### src/rtl/flash_read_cache_pkg.sv
// Shared definitions for the flash read cache: FSM state encoding and default geometry.
package flash_read_cache_pkg;

  localparam int FLASH_CACHE_INDEX_BITS = 4;

  typedef enum logic [1:0] {
    ST_IDLE,
    ST_ISSUE,
    ST_WAIT,
    ST_DONE
  } FlashCacheState_t;

endpackage

### src/rtl/flash_cache_array.sv
// Direct-mapped line storage: valid/tag/data per line, combinational lookup,
// one fill port and a single-cycle invalidate of every line.
module flash_cache_array #(
  parameter int INDEX_BITS = 4,
  parameter int TAG_BITS   = 18
) (
  input  logic                  clk,
  input  logic                  rst,
  input  logic [INDEX_BITS-1:0] lookup_index_i,
  input  logic [TAG_BITS-1:0]   lookup_tag_i,
  output logic                  hit_o,
  output logic [31:0]           data_o,
  input  logic                  fill_en_i,
  input  logic [INDEX_BITS-1:0] fill_index_i,
  input  logic [TAG_BITS-1:0]   fill_tag_i,
  input  logic [31:0]           fill_data_i,
  input  logic                  invalidate_i
);

  localparam int LINES = 1 << INDEX_BITS;

  logic [LINES-1:0]    valid_q;
  logic [TAG_BITS-1:0] tag_q  [LINES];
  logic [31:0]         data_q [LINES];

  // Invalidate beats a fill on the same line, so a flush racing a fill leaves it invalid.
  for (genvar gi = 0; gi < LINES; gi++) begin : g_valid
    always_ff @(posedge clk or posedge rst) begin
      if (rst) begin
        valid_q[gi] <= 1'b0;
      end else if (invalidate_i) begin
        valid_q[gi] <= 1'b0;
      end else if (fill_en_i && (fill_index_i == INDEX_BITS'(gi))) begin
        valid_q[gi] <= 1'b1;
      end
    end
  end

  always_ff @(posedge clk) begin
    if (fill_en_i) begin
      tag_q[fill_index_i]  <= fill_tag_i;
      data_q[fill_index_i] <= fill_data_i;
    end
  end

  assign hit_o  = valid_q[lookup_index_i] && (tag_q[lookup_index_i] == lookup_tag_i);
  assign data_o = data_q[lookup_index_i];

endmodule

### src/rtl/flash_read_cache.sv
// Read-only word cache in front of the flash controller; hits complete in the
// request cycle, misses and writes pass through the down-side handshake.
module flash_read_cache
  import flash_read_cache_pkg::*;
#(
  parameter int ADDR_WIDTH = 22,
  parameter int INDEX_BITS = FLASH_CACHE_INDEX_BITS
) (
  input  logic                  clk,
  input  logic                  rst,
  input  logic [ADDR_WIDTH-1:0] up_address,
  input  logic                  up_read,
  input  logic                  up_write,
  input  logic [3:0]            up_mask,
  input  logic [31:0]           up_data_wr,
  output logic [31:0]           up_data_rd,
  output logic                  up_stall,
  output logic [ADDR_WIDTH-1:0] down_address,
  output logic                  down_read,
  output logic                  down_write,
  output logic [3:0]            down_mask,
  output logic [31:0]           down_data_wr,
  input  logic [31:0]           down_data_rd,
  input  logic                  down_stall,
  input  logic                  flush,
  output logic [31:0]           hit_count,
  output logic [31:0]           miss_count
);

  localparam int TAG_BITS = ADDR_WIDTH - INDEX_BITS;

  FlashCacheState_t      state_q, state_d;
  logic [ADDR_WIDTH-1:0] down_address_q, down_address_d;
  logic                  down_read_q, down_read_d;
  logic                  down_write_q, down_write_d;
  logic [3:0]            down_mask_q, down_mask_d;
  logic [31:0]           down_data_wr_q, down_data_wr_d;
  logic [31:0]           resp_data_q, resp_data_d;
  logic                  cancel_fill_q, cancel_fill_d;
  logic [31:0]           hit_count_q, hit_count_d;
  logic [31:0]           miss_count_q, miss_count_d;

  logic        lookup_hit;
  logic [31:0] lookup_data;
  logic        fill_en;
  logic        invalidate;

  flash_cache_array #(
    .INDEX_BITS(INDEX_BITS),
    .TAG_BITS  (TAG_BITS)
  ) u_array (
    .clk           (clk),
    .rst           (rst),
    .lookup_index_i(up_address[INDEX_BITS-1:0]),
    .lookup_tag_i  (up_address[ADDR_WIDTH-1:INDEX_BITS]),
    .hit_o         (lookup_hit),
    .data_o        (lookup_data),
    .fill_en_i     (fill_en),
    .fill_index_i  (down_address_q[INDEX_BITS-1:0]),
    .fill_tag_i    (down_address_q[ADDR_WIDTH-1:INDEX_BITS]),
    .fill_data_i   (down_data_rd),
    .invalidate_i  (invalidate)
  );

  always_ff @(posedge clk or posedge rst) begin
    if (rst) begin
      state_q        <= ST_IDLE;
      down_address_q <= '0;
      down_read_q    <= 1'b0;
      down_write_q   <= 1'b0;
      down_mask_q    <= '0;
      down_data_wr_q <= '0;
      resp_data_q    <= '0;
      cancel_fill_q  <= 1'b0;
      hit_count_q    <= '0;
      miss_count_q   <= '0;
    end else begin
      state_q        <= state_d;
      down_address_q <= down_address_d;
      down_read_q    <= down_read_d;
      down_write_q   <= down_write_d;
      down_mask_q    <= down_mask_d;
      down_data_wr_q <= down_data_wr_d;
      resp_data_q    <= resp_data_d;
      cancel_fill_q  <= cancel_fill_d;
      hit_count_q    <= hit_count_d;
      miss_count_q   <= miss_count_d;
    end
  end

  // While an access is in flight, down_read_q doubles as the "this is a read" flag.
  always_comb begin
    state_d        = state_q;
    down_address_d = down_address_q;
    down_read_d    = down_read_q;
    down_write_d   = down_write_q;
    down_mask_d    = down_mask_q;
    down_data_wr_d = down_data_wr_q;
    resp_data_d    = resp_data_q;
    cancel_fill_d  = cancel_fill_q;
    hit_count_d    = hit_count_q;
    miss_count_d   = miss_count_q;
    up_stall       = 1'b0;
    up_data_rd     = '0;
    fill_en        = 1'b0;
    invalidate     = flush;

    unique case (state_q)
      ST_IDLE: begin
        if (up_read && lookup_hit) begin
          up_data_rd  = lookup_data;
          hit_count_d = hit_count_q + 32'd1;
        end else if (up_read || up_write) begin
          up_stall       = 1'b1;
          down_address_d = up_address;
          down_mask_d    = up_mask;
          down_data_wr_d = up_data_wr;
          down_read_d    = up_read;
          down_write_d   = !up_read;
          cancel_fill_d  = 1'b0;
          if (up_read) begin
            miss_count_d = miss_count_q + 32'd1;
          end
          state_d = ST_ISSUE;
        end
      end
      ST_ISSUE: begin
        up_stall = 1'b1;
        if (flush && down_read_q) begin
          cancel_fill_d = 1'b1;
        end
        if (down_stall) begin
          state_d = ST_WAIT;
        end
      end
      ST_WAIT: begin
        up_stall = 1'b1;
        if (flush && down_read_q) begin
          cancel_fill_d = 1'b1;
        end
        if (!down_stall) begin
          down_read_d  = 1'b0;
          down_write_d = 1'b0;
          resp_data_d  = down_data_rd;
          if (down_read_q) begin
            fill_en = !cancel_fill_q;
          end else begin
            invalidate = 1'b1;
          end
          state_d = ST_DONE;
        end
      end
      ST_DONE: begin
        up_data_rd = resp_data_q;
        state_d    = ST_IDLE;
      end
      default: state_d = ST_IDLE;
    endcase
  end

  assign down_address = down_address_q;
  assign down_read    = down_read_q;
  assign down_write   = down_write_q;
  assign down_mask    = down_mask_q;
  assign down_data_wr = down_data_wr_q;
  assign hit_count    = hit_count_q;
  assign miss_count   = miss_count_q;

endmodule

### config.mk
export PLATFORM = sky130hd
export DESIGN_NAME = flash_read_cache
export DESIGN_NICKNAME = d
export VERILOG_FILES = /design/src/rtl/flash_read_cache_pkg.sv /design/src/rtl/flash_cache_array.sv /design/src/rtl/flash_read_cache.sv
export SDC_FILE = /design/constraint.sdc
export NUM_CORES = 1
export LEC_CHECK = 0
export BUFFER_PORTS_ARGS = -buffer_cell sky130_fd_sc_hd__buf_4
export CAP_MARGIN = 30
export CORE_ASPECT_RATIO = 0.6
export CORE_UTILIZATION = 50
export CTS_CLUSTER_DIAMETER = 120
export DETAILED_ROUTE_END_ITERATION = 8
export PLACE_DENSITY = 0.79
export SETUP_SLACK_MARGIN = 0.02
export SLEW_MARGIN = 5
export SYNTH_ARGS = -nofsm -noshare
export SYNTH_HDL_FRONTEND = slang
export SYNTH_SLANG_ARGS = --single-unit
### constraint.sdc
create_clock -name clk -period 6.4 [get_ports clk]
set_input_delay 1.28 -clock clk [delete_from_list [all_inputs] [get_ports clk]]
set_output_delay 1.28 -clock clk [all_outputs]
set_load 0.005 [all_outputs]
---- Word level (Yosys, flattened, before mapping) ----
Memories as Yosys holds them, arrays and structs flattened.
Cells that the tools add are included.
storage, ports and cells
  RAM bits ................................ 800
  input port bits ......................... 96
  memories ................................ 2
  flip-flop bits (word level) ............. 175
memory list
  name            words  width  rd ports  clocked after Yosys merged registers in  write ports  line                     text
  u_array.data_q  16     32     1         0                                        1            flash_cache_array.sv:24  logic [31:0] data_q [LINES];
  u_array.tag_q   16     18     1         0                                        1            flash_cache_array.sv:23  logic [TAG_BITS-1:0] tag_q [LINES];
cells by class
  reductions and logical operators ........ 50
  magnitude comparators ................... 1
  equal/unequal tests ..................... 24
  $add $sub $neg .......................... 2
  bitwise operators ....................... 2
  mux-type cells .......................... 63
operator list
  kind                                                 number
  adder 32 x 1 -> 32 bit (second input constant)       2
  case mux 32 bit (2 select lines)                     1
  2-to-1 mux 1 bit                                     51
  nonzero test 2 bit                                   18
  == test 4 bit (second input constant)                8
  2-to-1 mux 32 bit                                    1
  logical AND 1 bit                                    19
  == test 18 bit                                       1
  == test 4 x 3 -> 1 bit (second input constant)       4
  AND reduction 4 bit                                  4
  == test 4 x 2 -> 1 bit (second input constant)       2
  2-to-1 mux 2 bit                                     4
  != test 2 bit (second input constant)                4
  case mux 1 bit (2 select lines)                      4
  case mux 2 bit (4 select lines)                      1
  < comparator 4 x 5 -> 1 bit (second input constant)  1
  binary-select mux 1 bit (select 4 bit)               1
  == test 2 bit (second input constant)                2
  == test 4 x 1 -> 1 bit (second input constant)       1
  zero test 4 bit                                      1
  AND reduction 2 bit                                  2
  AND reduction 3 bit                                  1
  == test 2 x 1 -> 1 bit (second input constant)       1
  zero test 1 bit                                      2
  5 further kinds                                      6

---- Depth between registers and ports, before layout ----
Gate-level depths: netlist (run 1).
  word-level depth ........................ 7
  depth in mapped cells ................... 16

---- Modules after synthesis ----
From an unflattened synthesis (run 1), not the netlist that was laid out.
second synthesis, totals
  cell total of the unflattened synthesis .. 1950
  area, all modules ....................... 38360.5 um2
by module, submodules not included
  module             cells each  seq. area each (um2)  times used  area each (um2)
  flash_cache_array  1322        24423.4               1           31235.0
  flash_read_cache   628         3978.8                1           7125.6

---- Worst setup path after synthesis (run 1) ----
OpenSTA, ideal clock, no wires.
  path type ............................... input -> register
  from .................................... input port down_stall
  to ...................................... memory u_array.data_q[0][0], enable pin
  arrival ................................. 5.633 ns
  path slack .............................. 0.245 ns
  cell stages on the path ................. 6
  setup time .............................. 0.522 ns
  cell sequence ........................... nor2b_1 > clkbuf_1 > nor3b_1 > nor2b_1 > nand2b_1 > nor3_1
on the way
  cells in the longest elaborated chain, start to end .. 4
RTL lines
  item                                    line                     text
  start, declared                         flash_read_cache.sv:24   input logic down_stall,
  2-to-1 mux 1 bit                        flash_read_cache.sv:141  if (!down_stall) begin
  2-to-1 mux 1 bit                        flash_read_cache.sv:108  unique case (state_q)
  2-to-1 mux 1 bit                        flash_cache_array.sv:40  if (fill_en_i) begin
  2-to-1 mux 1 bit (implied by the code)  flash_cache_array.sv:42  data_q[fill_index_i] <= fill_data_i;
  end, declared                           flash_cache_array.sv:24
Every way passes these cells.

---- Final worst setup path (run 1) ----
  from .................................... input port up_address[0]
  to ...................................... output port up_data_rd[7]
on the way
  cells in the longest elaborated chain, start to end .. 6
  elaborated cells between the ends (all ways) .. 9
RTL lines
  item                                                                                 line                     text
  start, declared                                                                      flash_read_cache.sv:11   input logic [ADDR_WIDTH-1:0] up_address,
  memory read (16 x 18 bit) or binary-select mux 1 bit (select 4 bit) (tied branches)  --
  == test 18 bit or 2-to-1 mux 1 bit (tied branches)                                   flash_cache_array.sv:46  assign hit_o = valid_q[lookup_index_i] && (tag_q[lookup_index_i] == lookup_tag_i);
  logical AND 1 bit                                                                    flash_cache_array.sv:46
  logical AND 1 bit                                                                    flash_read_cache.sv:110  if (up_read && lookup_hit) begin
  2-to-1 mux 32 bit (*)                                                                flash_read_cache.sv:110
  case mux 32 bit (2 select lines) (*)                                                 flash_read_cache.sv:108
  end, declared                                                                        flash_read_cache.sv:16   output logic [31:0] up_data_rd,
Mark *: on every way between the ends. The rest lies on a longest branch, timed or not. The select of a mux whose other input is x is not followed.

==> results.sh, run 1 <==
export IMPL_detailedRoute_firstPassIterationCount=5
export IMPL_regToRegEndpoint="u_array.data_q[5][25]$_DFFE_PP_"
export IMPL_hold_path_end="hit_count[31]$_DFFE_PP0P_"
export IMPL_cts_root_buf="sky130_fd_sc_hd__clkbuf_16"
export IMPL_holdPathStages=1
export IMPL_asyncSetResetFlopFracSynth_pct=17.9
export IMPL_post_route_util_pct=59.4
export IMPL_detailedPlacementHpwl_um=51400
export IMPL_kind_of_end_point_of_the_critical_path="output pin"
export IMPL_gr_total_overflow=0
export IMPL_synth_flop_cell="sky130_fd_sc_hd__edfxtp_1"
export IMPL_grt_first_pass_wirelength_um=138000
export IMPL_die_w_um=360
export IMPL_synthAdderAreaFrac_pct=0.227
export IMPL_multi_input_comb_area_sq_mm=0.00966
export IMPL_area_growth_synth_to_final_pct=17.1
export IMPL_syn_area_sq_mm=0.0385
export IMPL_number_of_antenna_violations_at_the_first_check_in_global_routing=2
export IMPL_synth_cell_types=59
export IMPL_ys_warn_count=0
export IMPL_status="complete, no violations"
export IMPL_worstHoldPathType="flip-flop to flip-flop"
export IMPL_r2r_cells=9
export IMPL_seqCellArea_sq_mm=0.0284
export IMPL_drt_first_iter_violations=2594
export IMPL_slew_headroom_pct=31.6
export IMPL_die_h_um=217
export IMPL_mostFrequentLayoutCells="sky130_fd_sc_hd__edfxtp_1 (800), sky130_fd_sc_hd__buf_4 (298), sky130_fd_sc_hd__mux4_2 (212)"
export IMPL_cts_htree_levels=3
export IMPL_cts_inserted_buffers=88
export IMPL_report_power_total_uw=15800
export IMPL_gp_congestion=0.838
export IMPL_critical_path_reg2reg_startpoint="state_q[0]$_DFFE_PP0P_"
export IMPL_ys_seq_elements=975
export IMPL_cp_data_required_time_ps=5120
export IMPL_grt_pass1_vias=21047
export IMPL_peakVddDrop_mv=0.239
export IMPL_boundaryPins=253
export IMPL_fin_worst_skew_ps=35.7
export IMPL_postSynthCellCount=1946
export IMPL_mostFrequentLayoutCell="sky130_fd_sc_hd__edfxtp_1"
export IMPL_design_core_area_sq_mm=0.0759
export IMPL_post_cts_setup_buffers=0
export IMPL_synthMuxAreaShare_pct=16.9
export IMPL_finalSetupViolations=0
export IMPL_fin_crit_sh_pct=96.0
export IMPL_synth_seq_area_share_pct=73.7
export IMPL_max_cap_violations=0
export IMPL_worst_slew_pin_slew_ps=1030
export IMPL_worstSetupPathType="primary input to output pin"
export IMPL_drt_vias_per_instance=6.21
export IMPL_final_antenna_violating_net_count=0
export IMPL_drcViolationCount=0
export IMPL_cellPowerDensity_mw_per_mm2=351
export IMPL_postSynthAreaPerCell_sq_um=19.8
export IMPL_setup_total_negative_slack_ps=0
export IMPL_fill_cells=5281
export IMPL_regToRegSetupSlack_ps=2490
export IMPL_grt_setup_unrepaired="no"
export IMPL_detailroute_via_count=20657
export IMPL_placed_cells_incl_taps=3159
export IMPL_synth_edf_count=800
export IMPL_timing_final_hold_violations=0
export IMPL_average_wire_per_standard_cell_um=28.1
export IMPL_clock_sinks=975
export IMPL_crit_arrival_ps=4860
export IMPL_origin_of_the_worst_min_delay_path="hit_count[31]$_DFFE_PP0P_"
export IMPL_whs_ps=476
export IMPL_share_of_the_synthesized_area_in_compound_gates_ao_oa_aoi_oai_pct=1.96
export IMPL_total_leakage_power_uw=0.0157
export IMPL_setup_worst_path_start_class="primary input"
export IMPL_global_route_usage_total_pct=24.0
export IMPL_achievable_frequency_mhz=163
export IMPL_drive_above_1_share_pct=35.3
export IMPL_final_report_max_slew_violation_count=0
export IMPL_cts_max_path_buffers=3
export IMPL_dominant_combinational_cell_family_by_area_after_synthesis="multiplexers"
export IMPL_clk_latency_ps=660
export IMPL_synthXorXnorAreaFrac_pct=1.77
export IMPL_period_needed_ps=6140
export IMPL_die_area_sq_mm=0.0782
export IMPL_rows=78
export IMPL_port_buffer_count=252
export IMPL_path_clk_slew_ps=60
export IMPL_synth_simple_area_share_pct=3.87
export IMPL_wirelength_um=93500
export IMPL_layout_nets=2355
export IMPL_floorplan_initialDensity_pct=50.7
export IMPL_tritoncts="yes"
export IMPL_grt_start_max_net_pins=90
export IMPL_critical_path_peak_fanout=39
export IMPL_syn_num_nets=2049
export IMPL_finish_cell_count_without_fillers=3329
layer usage:
metal  GRT usage (%)  vias to the layer above  share of wire, %
li1                -                     8492                 -
met1            33.1                    10944                40
met2            39.0                     1022                49
met3            4.13                      197               7.4
met4            8.68                        2               3.2
met5               0                        -             0.014
flip-flops by register name, summed over array words and instances, names as in the netlist:
name	count
down_read	1
cancel_fill_q	1
down_write	1
u_array.tag_q	288
u_array.data_q	512
down_mask	4
resp_data_q	32
state_q	2
u_array.valid_q	16
down_data_wr	32
miss_count	32
down_address	22
hit_count	32
how the worst max path moves through the flow:
stage / from / end / slack [ps] / cells past startpoint
floorplan: down_stall / u_array.data_q[0][0]$_DFFE_PP_ / 240 / 6
global route: up_address[0] / up_data_rd[8] / 40 / 13
finish: up_address[0] / up_data_rd[7] / 260 / 13
CTS: up_address[0] / up_data_rd[8] / 140 / 13
detailed placement: up_address[0] / up_data_rd[8] / 80 / 13
global placement: up_address[0] / up_data_rd[3] / 340 / 13
repair_timing:
action / 4_1_cts / 5_1_grt
hold buffers: 0 / 0
gates resized for setup: 1 / 1
pin swaps: 0 / 0
setup endpoints to repair: 2 / 13
power breakdown:
part           internal, uW  total [uW]  switching (uW)
registers              7540        8020             486
clock network          3320        5710            2390
logic                  1030        2100            1070
total                 11900       15800            3940
layout make-up:
type / instances / share of cell area (%)
Inverter: 20 / 0.183
Clock inverter: 61 / 1.71
Timing Repair Buffer: 315 / 5.70
Multi-Input combinational cell: 852 / 21.4
Tap cell: 1000 / 2.77
Clock buffer: 105 / 5.25
Sequential cell: 975 / 63.0
Antenna cell: 1 / 0.00555
cells in the mapped netlist, types with 6 or more instances:
cell	instances	area, sq um
sky130_fd_sc_hd__a21oi_1	37	185
sky130_fd_sc_hd__a221oi_1	8	70.1
sky130_fd_sc_hd__a22oi_1	11	82.6
sky130_fd_sc_hd__and2_1	6	37.5
sky130_fd_sc_hd__and3_1	10	62.6
sky130_fd_sc_hd__and4_1	7	61.3
sky130_fd_sc_hd__buf_2	31	155
sky130_fd_sc_hd__buf_4	12	90.1
sky130_fd_sc_hd__buf_6	6	67.6
sky130_fd_sc_hd__clkbuf_1	44	165
sky130_fd_sc_hd__dfrtp_1	175	4380
sky130_fd_sc_hd__edfxtp_1	800	24000
sky130_fd_sc_hd__ha_1	7	87.6
sky130_fd_sc_hd__inv_1	19	71.3
sky130_fd_sc_hd__mux2_2	111	1250
sky130_fd_sc_hd__mux2_4	9	135
sky130_fd_sc_hd__mux2i_1	36	360
sky130_fd_sc_hd__mux4_2	212	4770
sky130_fd_sc_hd__nand2_1	69	259
sky130_fd_sc_hd__nand2b_1	6	37.5
sky130_fd_sc_hd__nand3_1	71	355
sky130_fd_sc_hd__nand4_1	24	150
sky130_fd_sc_hd__nor2_1	30	113
sky130_fd_sc_hd__nor2b_1	7	43.8
sky130_fd_sc_hd__nor3_1	26	130
sky130_fd_sc_hd__nor4_1	10	62.6
sky130_fd_sc_hd__o21a_1	16	120
sky130_fd_sc_hd__o22ai_1	11	68.8
sky130_fd_sc_hd__xnor2_1	43	377
sky130_fd_sc_hd__xor2_1	35	307
logic make-up (layout without fill, tap and decap cells):
logic type,count (synthesis),after routing
DFF,975,975
muxes,368,368
and+or+nand+nor,289,289
buffers and inverters,119,501
AOI/OAI and AO/OA,110,110
xor gates and xnor gates,78,78
adders and majority gates,7,7
other,0,1
critical path, stage by stage:
cell                        delay, ps
sky130_fd_sc_hd__buf_8            260
sky130_fd_sc_hd__buf_6            400
sky130_fd_sc_hd__mux4_2           570
sky130_fd_sc_hd__mux2i_1          210
sky130_fd_sc_hd__o32ai_1          130
sky130_fd_sc_hd__mux2i_1          200
sky130_fd_sc_hd__o2111ai_1        180
sky130_fd_sc_hd__nor3_1           370
sky130_fd_sc_hd__and3_4           420
sky130_fd_sc_hd__buf_4            320
sky130_fd_sc_hd__nand3_1          160
sky130_fd_sc_hd__a21oi_1          180
sky130_fd_sc_hd__buf_4            130
metrics by stage:
stage,setup slack [ps],area (sq um)
2_1_floorplan,245,38500
3_3_place_gp,336,41900
3_5_place_dp,78.6,41900
4_1_cts,139,45000
5_1_grt,35.5,45100
6_report,256,45100
Power figures use the tool's default switching activity.
==> run 2, diff against run 1 <==
- CORE_MARGIN: not set -> 1.5
- CORE_UTILIZATION: 50 -> 30
- PLACE_DENSITY: 0.79 -> 0.56
==> results.sh, run 2 (synthesis gave the netlist of run 1 again) <==
export IMPL_gr_layer_usage_met3_pct=2.95
export IMPL_clock_sinks=975
export IMPL_drcViolationCount=0
export IMPL_worstSetupPathType="primary input to output pin"
export IMPL_boundaryPins=253
export IMPL_setup_worst_path_start_class="primary input"
export IMPL_average_wire_per_standard_cell_um=24.9
export IMPL_cts_hold_fix_buffers=0
export IMPL_die_w_um=466
export IMPL_grt_pass1_vias=20721
export IMPL_detailedPlacementHpwl_um=59300
export IMPL_drt_vias_per_instance=4.93
export IMPL_fin_worst_skew_ps=26.1
export IMPL_slew_headroom_pct=33.8
export IMPL_gp_congestion=0.773
export IMPL_number_of_antenna_violations_at_the_first_check_in_global_routing=2
export IMPL_crit_arrival_ps=4850
export IMPL_finalSetupViolations=0
export IMPL_wirelength_um=101000
export IMPL_report_power_total_uw=16000
export IMPL_floorplan_initialDensity_pct=30.3
export IMPL_mostFrequentLayoutCells="sky130_fd_sc_hd__edfxtp_1 (800), sky130_fd_sc_hd__buf_4 (299), sky130_fd_sc_hd__mux4_2 (212)"
export IMPL_post_route_util_pct=36.3
export IMPL_globalRouteMet1Util_pct=21.7
export IMPL_largest_reg_flops=512
export IMPL_global_route_usage_total_pct=15.3
export IMPL_gr_total_overflow=0
export IMPL_drt_first_iter_violations=1735
export IMPL_achievable_frequency_mhz=163
export IMPL_reg_top3="u_array.data_q (512), u_array.tag_q (288)"
export IMPL_grt_first_pass_wirelength_um=146000
export IMPL_fill_cells=11622
export IMPL_worst_slew_pin_slew_ps=993
export IMPL_mostFrequentLayoutCell="sky130_fd_sc_hd__edfxtp_1"
export IMPL_area_growth_synth_to_final_pct=19.6
export IMPL_cts_inserted_buffers=94
export IMPL_cts_max_path_buffers=3
export IMPL_die_area_sq_mm=0.131
export IMPL_tritoncts="yes"
export IMPL_period_needed_ps=6130
export IMPL_final_report_max_slew_violation_count=0
export IMPL_critical_path_peak_fanout=39
export IMPL_gr_usage_met2_pct=24.0
export IMPL_clk_latency_ps=700
export IMPL_peakVddDrop_mv=0.239
export IMPL_grt_setup_unrepaired="no"
export IMPL_worstHoldPathType="flip-flop to flip-flop"
export IMPL_cellPowerDensity_mw_per_mm2=347
export IMPL_drive_above_1_share_pct=35.5
export IMPL_die_h_um=281
export IMPL_grt_busiest_layer="met2"
export IMPL_path_clk_slew_ps=60
export IMPL_post_cts_setup_buffers=0
export IMPL_detailroute_via_count=19904
export IMPL_setup_total_negative_slack_ps=0
export IMPL_grt_start_max_net_pins=123
export IMPL_kind_of_end_point_of_the_critical_path="output pin"
export IMPL_max_cap_violations=0
export IMPL_status="complete, no violations"
export IMPL_port_buffer_count=252
export IMPL_detailedRoute_firstPassIterationCount=7
export IMPL_total_leakage_power_uw=0.0158
export IMPL_cp_data_required_time_ps=5120
export IMPL_fin_crit_sh_pct=95.8
export IMPL_rows=101
export IMPL_cts_root_buf="sky130_fd_sc_hd__clkbuf_16"
export IMPL_design_core_area_sq_mm=0.127
export IMPL_cts_htree_levels=3
export IMPL_timing_final_hold_violations=0
export IMPL_largest_register="u_array.data_q"
export IMPL_layout_nets=2362
export IMPL_final_antenna_violating_net_count=0
run 2: final cells by class:
class / instances / area (sq um) / area share [%]
diodes: 2 / 5.00 / 0.0109
repair buffers: 316 / 2590 / 5.61
multi-input cells: 852 / 9670 / 21.0
clock buffers: 118 / 2550 / 5.54
flip-flops and latches: 975 / 28400 / 61.6
clock inverters: 59 / 666 / 1.44
inverters: 20 / 82.6 / 0.179
well taps: 1699 / 2130 / 4.61
run 2: worst paths after layout:
check                                          startpoint                            to  slack [ps]  depth (start not counted)
min in group asynchronous                             rst  down_data_wr[23]$_DFFE_PP0P_         670                          2
hold / removal                  hit_count[31]$_DFFE_PP0P_     hit_count[31]$_DFFE_PP0P_         470                          1
setup reg to reg           u_array.tag_q[15][9]$_DFFE_PP_  down_address[15]$_DFFE_PP0P_        2380                         12
hold reg to reg                 hit_count[31]$_DFFE_PP0P_     hit_count[31]$_DFFE_PP0P_         470                          1
max in group asynchronous                             rst  down_address[17]$_DFFE_PP0P_        4450                          3
setup / recovery                            up_address[1]                 up_data_rd[9]         270                         14
run 2: critical path, stage by stage:
cell and delay [ps]:
sky130_fd_sc_hd__buf_4 350, sky130_fd_sc_hd__buf_4 280, sky130_fd_sc_hd__buf_4 470, sky130_fd_sc_hd__mux2i_1 320, sky130_fd_sc_hd__o32ai_1 120, sky130_fd_sc_hd__mux2i_1 150, sky130_fd_sc_hd__o2111ai_1 140, sky130_fd_sc_hd__nor3_1 500
sky130_fd_sc_hd__and3_2 360, sky130_fd_sc_hd__buf_12 240, sky130_fd_sc_hd__nand3_1 110, sky130_fd_sc_hd__a21oi_1 240, sky130_fd_sc_hd__buf_4 170, sky130_fd_sc_hd__buf_4 100
run 2: per-layer routing:
layer | wire, um | part of all wire [%]
met1 | 45300 | 45
met2 | 47700 | 47
met3 | 5500 | 5.5
met5 | 0 | 0
met4 | 2130 | 2.1
run 2: report_power, final:
group	switching (uW)	total (uW)	leakage, uW	internal, uW
logic	1100	2170	0.00479	1070
clock network	2490	5800	0.00157	3310
registers	499	8040	0.00940	7540
total	4090	16000	0.0158	11900
run 2: through the flow:
step                std cells  setup WS, ps  instance area (sq um)  hold slack, ps
finish                   4041           266                  46100             466
detailed placement       3860           121                  42800             462
global placement         3858          64.7                  42800             459
global route             4040          68.4                  46100             481
CTS                      4037           110                  46000             472
floorplan                1946           245                  38500             459
run 2: timing repair:
action | CTS | global route
setup endpoints to repair | 0 | 3
endpoints found under the hold margin | 0 | 0
gates resized for setup | 0 | 2
